$ cat config.mk
export PLATFORM = sky130hd
export DESIGN_NAME = vector_dot_mm_flat
export DESIGN_NICKNAME = d
export VERILOG_FILES = /design/src/rtl/vector_dot_mm_if.sv /design/src/rtl/vector_dot_mm.sv /design/src/flat_wrapper.sv
export SDC_FILE = /design/constraint.sdc
export NUM_CORES = 1
export LEC_CHECK = 0
export CORE_MARGIN = 2
export CORE_UTILIZATION = 35
export DETAILED_ROUTE_END_ITERATION = 8
export PLACE_DENSITY = 0.54
export SLEW_MARGIN = 20
export SYNTH_ARGS = -nofsm -noshare
export SYNTH_HDL_FRONTEND = slang
export SYNTH_SLANG_ARGS = --single-unit
$ cat constraint.sdc
create_clock -name clk -period 13.4 [get_ports clk]
set_clock_uncertainty 0.05 [all_clocks]
set_input_delay 2.68 -clock clk [delete_from_list [all_inputs] [get_ports clk]]
set_output_delay 2.68 -clock clk [all_outputs]
set_load 0.05 [all_outputs]
$ cat src/rtl/vector_dot_mm_if.sv
// Avalon-style slave bus bundle for vector_dot_mm: word address, write/read
// strobes, 32-bit data paths and the vector bank select.
interface vector_dot_mm_if #(
  parameter int ADDR_W = 4
);
  logic [ADDR_W-1:0] address;
  logic [31:0]       writedata;
  logic              write;
  logic              read;
  logic [31:0]       readdata;
  logic              b_data;

  modport master (
    output address, writedata, write, read, b_data,
    input  readdata
  );

  modport slave (
    input  address, writedata, write, read, b_data,
    output readdata
  );
endinterface

$ cat src/rtl/vector_dot_mm.sv
// vector_dot_mm: memory-mapped signed dot-product engine.
// Two element banks (A/B) and a small CSR block share one slave bus. A run
// multiplies and accumulates one element pair per clock into an ACC_W-bit
// wrapping accumulator with a sticky signed-overflow flag.
// Optional feature: define VDOT_IRQ_EN to get the irq output and the CTRL
// irq_en bit; without it completion is observed by polling STATUS.
module vector_dot_mm #(
  parameter int VEC_LEN = 8,
  parameter int DATA_W  = 16,
  parameter int ACC_W   = 48
) (
  input  logic           clk,
  input  logic           reset,
`ifdef VDOT_IRQ_EN
  output logic           irq,
`endif
  vector_dot_mm_if.slave bus
);

  localparam int ADDR_W = $clog2(VEC_LEN) + 1;
  localparam int IDX_W  = $clog2(VEC_LEN);
  localparam int LEN_W  = IDX_W + 1;
  localparam logic [LEN_W-1:0] LEN_MAX   = LEN_W'(VEC_LEN);
  localparam logic [31:0]      LEN_MAX32 = 32'(VEC_LEN);

  localparam logic [IDX_W-1:0] OFF_CTRL   = IDX_W'(0);
  localparam logic [IDX_W-1:0] OFF_STATUS = IDX_W'(1);
  localparam logic [IDX_W-1:0] OFF_RES_LO = IDX_W'(2);
  localparam logic [IDX_W-1:0] OFF_RES_HI = IDX_W'(3);
  localparam logic [IDX_W-1:0] OFF_LEN    = IDX_W'(4);

  typedef enum logic {IDLE, RUN} state_t;

  // Signed overflow of a two's-complement add: operands agree in sign and
  // the sum does not.
  function automatic logic add_ovf(input logic signed [ACC_W-1:0] a,
                                   input logic signed [ACC_W-1:0] b,
                                   input logic signed [ACC_W-1:0] s);
    return (a[ACC_W-1] == b[ACC_W-1]) && (s[ACC_W-1] != a[ACC_W-1]);
  endfunction

  state_t                   state_q, state_d;
  logic signed [ACC_W-1:0]  acc_q, acc_d;
  logic [IDX_W-1:0]         idx_q, idx_d;
  logic [LEN_W-1:0]         len_q, len_d;
  logic                     done_q, done_d;
  logic                     ovf_q, ovf_d;
  logic                     irq_en_q, irq_en_d;
  logic [31:0]              readdata_q, readdata_d;

  logic signed [DATA_W-1:0] mem_a [VEC_LEN];
  logic signed [DATA_W-1:0] mem_b [VEC_LEN];

  logic                     busy;
  logic                     is_csr;
  logic [IDX_W-1:0]         off;
  logic                     ctrl_wr, len_wr, vec_wr;
  logic [31:0]              rdata;
  logic signed [63:0]       acc_sext;

  logic signed [DATA_W-1:0]   a_el_p0, b_el_p0;
  logic signed [2*DATA_W-1:0] prod_p0;
  logic signed [ACC_W-1:0]    prod_ext_p0, sum_p0;

  assign busy   = (state_q == RUN);
  assign is_csr = bus.address[ADDR_W-1];
  assign off    = bus.address[ADDR_W-2:0];

  assign ctrl_wr = bus.write && is_csr && (off == OFF_CTRL);
  assign len_wr  = bus.write && is_csr && (off == OFF_LEN);
  assign vec_wr  = bus.write && !is_csr && !busy;

  // Stage p0: operand fetch at idx, full-precision product, accumulate.
  assign a_el_p0     = mem_a[idx_q];
  assign b_el_p0     = mem_b[idx_q];
  assign prod_p0     = (2*DATA_W)'(a_el_p0) * (2*DATA_W)'(b_el_p0);
  assign prod_ext_p0 = ACC_W'(prod_p0);
  assign sum_p0      = acc_q + prod_ext_p0;

  assign acc_sext = 64'(acc_q);

  // Next-state logic for the run FSM and all CSR state.
  always_comb begin
    state_d  = state_q;
    acc_d    = acc_q;
    idx_d    = idx_q;
    len_d    = len_q;
    done_d   = done_q;
    ovf_d    = ovf_q;
    irq_en_d = irq_en_q;

    if (ctrl_wr) begin
`ifdef VDOT_IRQ_EN
      irq_en_d = bus.writedata[1];
`else
      irq_en_d = 1'b0;
`endif
      if (bus.writedata[2] && !busy) done_d = 1'b0;
    end

    if (len_wr && !busy) begin
      if (bus.writedata == 32'd0 || bus.writedata > LEN_MAX32) len_d = LEN_MAX;
      else len_d = bus.writedata[LEN_W-1:0];
    end

    case (state_q)
      IDLE: begin
        if (ctrl_wr && bus.writedata[0]) begin
          state_d = RUN;
          acc_d   = '0;
          idx_d   = '0;
          done_d  = 1'b0;
          ovf_d   = 1'b0;
        end
      end
      RUN: begin
        acc_d = sum_p0;
        idx_d = idx_q + IDX_W'(1);
        if (add_ovf(acc_q, prod_ext_p0, sum_p0)) ovf_d = 1'b1;
        if ({1'b0, idx_q} == LEN_W'(len_q - LEN_W'(1))) begin
          state_d = IDLE;
          done_d  = 1'b1;
        end
      end
      default: state_d = IDLE;
    endcase
  end

  // Read mux over pre-write state; captured into readdata only when read is high.
  always_comb begin
    rdata = 32'd0;
    if (!is_csr) begin
      rdata = bus.b_data ? 32'(mem_b[off]) : 32'(mem_a[off]);
    end else begin
      case (off)
        OFF_CTRL:   rdata = {29'd0, 1'b0, irq_en_q, 1'b0};
        OFF_STATUS: rdata = {29'd0, ovf_q, done_q, busy};
        OFF_RES_LO: rdata = acc_sext[31:0];
        OFF_RES_HI: rdata = acc_sext[63:32];
        OFF_LEN:    rdata = 32'(len_q);
        default:    rdata = 32'd0;
      endcase
    end
    readdata_d = bus.read ? rdata : readdata_q;
  end

  // Control and result registers with synchronous reset.
  always_ff @(posedge clk) begin
    if (reset) begin
      state_q    <= IDLE;
      acc_q      <= '0;
      idx_q      <= '0;
      len_q      <= LEN_MAX;
      done_q     <= 1'b0;
      ovf_q      <= 1'b0;
      irq_en_q   <= 1'b0;
      readdata_q <= 32'd0;
    end else begin
      state_q    <= state_d;
      acc_q      <= acc_d;
      idx_q      <= idx_d;
      len_q      <= len_d;
      done_q     <= done_d;
      ovf_q      <= ovf_d;
      irq_en_q   <= irq_en_d;
      readdata_q <= readdata_d;
    end
  end

  // Vector banks: written only while idle, never cleared.
  always_ff @(posedge clk) begin
    if (vec_wr && !bus.b_data) mem_a[off] <= bus.writedata[DATA_W-1:0];
    if (vec_wr &&  bus.b_data) mem_b[off] <= bus.writedata[DATA_W-1:0];
  end

  assign bus.readdata = readdata_q;

`ifdef VDOT_IRQ_EN
  assign irq = done_q & irq_en_q;
`endif

endmodule

$ cat src/flat_wrapper.sv
// flat-port wrapper written by rule: the top's interface ports become plain ports
module vector_dot_mm_flat 
#(
  parameter int VEC_LEN = 8,
  parameter int DATA_W  = 16,
  parameter int ACC_W   = 48
)
  (clk, reset, bus_address, bus_writedata, bus_write, bus_read, bus_b_data, bus_readdata);
  vector_dot_mm_if #(.ADDR_W(4)) bus_i ();
  input  logic clk;
  input  logic reset;
  input wire logic [$bits(bus_i.address)-1:0] bus_address;
  input wire logic [$bits(bus_i.writedata)-1:0] bus_writedata;
  input wire logic [$bits(bus_i.write)-1:0] bus_write;
  input wire logic [$bits(bus_i.read)-1:0] bus_read;
  input wire logic [$bits(bus_i.b_data)-1:0] bus_b_data;
  output wire logic [$bits(bus_i.readdata)-1:0] bus_readdata;
  assign bus_i.address = bus_address;
  assign bus_i.writedata = bus_writedata;
  assign bus_i.write = bus_write;
  assign bus_i.read = bus_read;
  assign bus_i.b_data = bus_b_data;
  assign bus_readdata = bus_i.readdata;
  vector_dot_mm #(.VEC_LEN(VEC_LEN), .DATA_W(DATA_W), .ACC_W(ACC_W)) u_core (.clk(clk), .reset(reset), .bus(bus_i));
endmodule
# Word level (Yosys, flattened, before mapping)
# Memories as Yosys holds them, arrays and structs flattened. A register that Yosys moved wholly into a read port is not among the register bits.
# Index checks and enable logic that the tools add are counted.
[classes] add_sub_neg=3 multipliers=1 magnitude_cmp=1 n_eq_ne=9 mux=27 bitwise=1 n_reduce_logical=18
[ops] operator="case mux 32 bit (4 select lines)" n=1
[ops] operator="case mux 48 bit (2 select lines)" n=1
[ops] operator="2-to-1 mux 32 bit" n=2
[ops] operator="adder 48 x 32 -> 48 bit" n=1
[ops] operator="2-to-1 mux 48 bit" n=1
[ops] operator="greater-than comparator 32 x 4 -> 1 bit (second input constant)" n=1
[ops] operator="logical NOT 32 bit" n=1
[ops] operator="multiplier 16 x 16 -> 32 bit" n=1
[ops] operator="2-to-1 mux 3 bit" n=5
[ops] operator="2-to-1 mux 1 bit" n=12
[ops] operator="logical AND 1 bit" n=11
[ops] operator="equality test 3 x 2 -> 1 bit (second input constant)" n=2
[ops] operator="case mux 1 bit (2 select lines)" n=3
[ops] operator="case mux 3 bit (2 select lines)" n=1
[ops] operator="equality test 3 x 4 -> 1 bit" n=1
[ops] operator="2-to-1 mux 4 bit" n=1
[ops] operator="subtractor 4 x 1 -> 4 bit (second input constant)" n=1
[ops] operator="adder 3 x 1 -> 3 bit (second input constant)" n=1
[ops] operator="equality test 3 x 1 -> 1 bit (second input constant)" n=1
[ops] operator="equality test 3 bit (second input constant)" n=1
[ops] operator="logical NOT 1 bit" n=3
[ops] operator="logical NOT 3 bit" n=1
[ops] operator="!= test 2 x 1 -> 1 bit (second input constant)" n=1
[ops] operator="!= test 2 bit (second input constant)" n=1
[ops] operator="other kinds (5)" n=5
[word_totals] ff_bits=90 mem_bits_rw=256 in_bits=41 output_inout_bits=32 n_memories=2
[mem_list] name="u_core.mem_a" words=8 width=16 read_ports=2 rd_ports_with_merged_regs=1 write_ports=1 line_no="vector_dot_mm.sv:51" text="logic signed [DATA_W-1:0] mem_a [VEC_LEN];"
[mem_list] name="u_core.mem_b" words=8 width=16 read_ports=2 rd_ports_with_merged_regs=1 write_ports=1 line_no="vector_dot_mm.sv:52" text="logic signed [DATA_W-1:0] mem_b [VEC_LEN];"

# Depth between registers and ports, before layout
[logic_depth] word_depth=7 mapped_depth=40 depth_no_buf=38

# Worst setup path before layout
# OpenSTA, ideal clock, no wires.
[synth_timing] path_type="register to register" from="register (tool-made name)" to="register u_core.acc_q[47]" arrival_ns=9.528 setup_slack_ns=3.699 path_stages_with_launch=38 path_buffers=3 path_cell_list="dfxtp_1 > clkbuf_1 > buf_2 > mux4_2 > mux2i_1 > clkbuf_1 > nor2_1 > fa_1 > inv_1 > fa_1 > inv_1 > fa_1 > inv_1 > fa_1 > inv_1 > fa_1 > inv_1 > fa_1 > (+2 left out) > a21o_1 > a21oi_1 > a311oi_1 > a21oi_1 > a21oi_2 > o21ai_1 > a211oi_2 > ha_1 > a21o_1 > a21o_1 > a2111oi_2 > a21oi_1 > o22ai_1 > a211oi_1 > nor3_2 > xor2_1 > a21oi_1 > o22ai_1"
[synth_rtl] element="to (signal assigned)" line_no="vector_dot_mm.sv:151" text="acc_q <= '0;"
[synth_rtl] element="to (signal assigned)" line_no="vector_dot_mm.sv:160" text="acc_q <= acc_d;"
[synth_rtl] element="to (decl)" line_no="vector_dot_mm.sv:43" text="logic signed [ACC_W-1:0] acc_q, acc_d;"

==> results.json <==
{
  "startpoint_type": "register",
  "fin_crit_ps": 10620,
  "die_h_um": 285,
  "syn_area_per_cell_um2": 11.6,
  "crit_top_cell": "fa_1",
  "yosysSeqAreaShare_pct": 34.6,
  "synth_top_area_share_pct": 27.8,
  "routed_wl_um": 79500,
  "area_growth_pct": 12.1,
  "antenna_found_initial": 4,
  "crit_slowest_cell": "dfxtp_2",
  "worstHoldStart": "u_core.done_q$_SDFF_PP0_",
  "hold_class": "reg -> reg",
  "post_cts_buffers": 0,
  "drt_first_iter_violations": 1376,
  "dieArea_um2": 81200,
  "finalCritPeriodShare_pct": 79.3,
  "synth_nets": 2817,
  "critPathRequiredTime_ps": 13820,
  "grt_use_met1_pct": 25.2,
  "drive_gt1_share_pct": 13.4,
  "first_pass_iters": 5,
  "clock_path_buffers": 3,
  "synth_edf_count": 256,
  "dpl.hpwl_um": 59300,
  "r2r_cells": 34,
  "ant_nets": 0,
  "clkLatencyLatePin_ps": 580,
  "gp_congestion": 0.891,
  "row_count": 103,
  "htree_levels": 2,
  "r2r_slack_ps": 2780,
  "cp-end-kind": "register",
  "maxSlewViolCount": 0,
  "route.detailed.drc": 0,
  "p_per_area_nw_per_um2": 168,
  "vias": 18800,
  "grt_pass1_wl_um": 120000,
  "async_flop_share_pct": 0,
  "worstSetupPathType": "reg -> reg",
  "setup_viol": 0,
  "grt_pass1_vias": 19500,
  "synth_largest_area_cell": "edfxtp_1",
  "r2r-end": "u_core.acc_q[47]$_SDFFE_PP0N_",
  "ctsResizeCount": 0,
  "vias_per_cell": 5.31,
  "design.core.area_um2": 78500,
  "p_leak_nw": 12.4,
  "grt_max_degree": 66,
  "met3_usage_pct": 3.72,
  "crit_fanout": 40,
  "start_util_pct": 35.2,
  "peakVddDrop_uv": 148,
  "max-cap-violations": 0,
  "synthFlopType": "edfxtp_1",
  "crit_path_max_incr_delay_ps": 860,
  "io_buffers": 72,
  "die_w_um": 285,
  "slew-limit-headroom_pct": 17.7,
  "worstHoldEndpoint": "u_core.done_q$_SDFF_PP0_",
  "grt.busiest_layer": "met2",
  "setup_tns_ps": 0,
  "fin_total_pwr_mw": 5.21,
  "pin_count": 73,
  "met2_usage_pct": 32.2,
  "syn_inst": 2382,
  "syn-cell-area_um2": 27600,
  "detail_route.wl_per_cell_um": 22.5,
  "finalHoldViolations": 0,
  "grt.overflow.total": 0,
  "fmax_ghz": 0.0941,
  "cts_tree": "yes",
  "synth_cell_types": 72,
  "clk_pin_slew_worst_paths_ps": 60,
  "tightest_slew_ps": 1200,
  "synthTopCellsByArea": "edfxtp_1, fa_1, mux4_2",
  "rsz0062_at_grt": "false",
  "final_nets": 2882,
  "status": "complete, no violations",
  "synth_warnings": 0,
  "postCtsHoldBufs": 0,
  "numCtsBuffers": 41,
  "clock_sinks": 349,
  "synth-seq-cells": 349,
  "cts-root-buf": "clkbuf_16",
  "holdPathStages": 2,
  "cp.arrival_ps": 11050,
  "grt_use_total_pct": 19.4
}
[cells in the final DEF, fill, tap and decap left out, drive strengths merged, types with 24 or more instances in the layout]
cell type,netlist,routed
dfxtp,93,93
o21ai,40,40
nor2,244,244
a21o,42,42
mux2,25,25
o21a,29,29
nand2,170,170
clkdlybuf4s50,0,68
xor2,25,25
xnor2,55,55
ha,131,131
nor3,32,32
fa,263,263
clkbuf,73,49
mux2i,41,41
a21oi,117,117
mux4,144,144
clkinv,1,24
inv,328,328
edfxtp,256,256
buf,27,54
[registers in the layout, indices dropped and copies added (netlist names), named ones only]
name / cells
u_core.mem_a: 128
u_core.bus.readdata: 32
u_core.idx_q: 3
u_core.done_q: 1
u_core.acc_q: 48
u_core.mem_b: 128
u_core.ovf_q: 1
u_core.busy: 1
u_core.len_q: 4
[cells in the mapped netlist (9+ instances only)]
cell	number
o21ai_1	9
mux2_2	25
o21bai_1	10
nand2_1	170
a21oi_1	111
dfxtp_1	93
xnor2_1	55
ha_1	131
a211oi_1	19
nor3_1	30
a22o_1	23
inv_1	328
fa_1	263
and2_1	10
nor2_1	242
a22oi_1	14
mux4_2	144
nor2b_1	14
o21ai_0	29
mux2i_1	41
xor2_1	25
edfxtp_1	256
buf_2	20
o21a_1	29
nand2b_1	19
a21o_1	41
clkbuf_1	73
o22ai_1	11
and3_1	19
nand3_1	19
nand4_1	13
[layer usage]
layer | wire [um] | up-vias
li1 | - | 8437
met1 | 33100 | 9641
met2 | 38200 | 550
met3 | 5070 | 128
met4 | 3150 | 2
met5 | 13 | -
[worst max-delay path, delay by kind of cell (launching register included)]
| family | cells | cell delay (ps) |
|---|---|---|
| multiplexers | 2 | 1170 |
| AND/OR/NAND/NOR | 7 | 1120 |
| buffers and inverters | 5 | 870 |
| XOR/XNOR | 2 | 320 |
| AO/OA/AOI/OAI | 10 | 2370 |
| flip-flops | 1 | 860 |
| adder cells (fa/ha/maj) | 8 | 3660 |
[cell families after synthesis]
kind of cell	share of synthesized area [%]
compound gates	8.81
buf+inv	5.94
fa+ha+maj	25.0
xor+xnor	2.54
simple gates	8.88
flops	34.6
mux	14.2
[cell type report]
class | instances | area, um^2
well taps | 1050 | 1310
clock inverters | 27 | 230
diodes | 3 | 7.51
fillers | 7525 | 47500
flip-flops and latches | 349 | 9560
clock buffers | 49 | 1060
repair buffers | 122 | 1080
multi-input cells | 1604 | 16500
inverters | 329 | 1230
[stage by stage]
step           worst slack, ps  cell area (um^2)  instances  utilization (%)  hold slack [ps]
2_1_floorplan             3700             27600       2382                -              386
3_3_place_gp              2980             29700       3454             37.8              399
3_5_place_dp              2830             29700       3454             37.8              405
4_1_cts                   2810             31000       3530             39.4              413
5_1_grt                   2170             31000       3531             39.4              442
6_report                  2780             31000       3533             39.5              413
[worst max path at each step]
stage                   from                            end  slack (ps)  depth (start not counted)
floorplan           register  u_core.acc_q[47]$_SDFFE_PP0N_        3700                         37
global placement    register  u_core.acc_q[47]$_SDFFE_PP0N_        2980                         34
detailed placement  register  u_core.acc_q[35]$_SDFFE_PP0N_        2830                         36
CTS                 register  u_core.acc_q[47]$_SDFFE_PP0N_        2810                         34
global route        register  u_core.acc_q[47]$_SDFFE_PP0N_        2170                         34
finish              register  u_core.acc_q[47]$_SDFFE_PP0N_        2780                         34
[where the power goes]
| part | leakage [nW] | switching [mW] | internal (mW) | total (mW) |
|---|---|---|---|---|
| Clock | 0.626 | 0.466 | 0.607 | 1.07 |
| Combinational | 8.73 | 1.79 | 1.15 | 2.94 |
| Sequential | 3.06 | 0.0174 | 1.18 | 1.20 |
(Power assumes the default switching activity.)
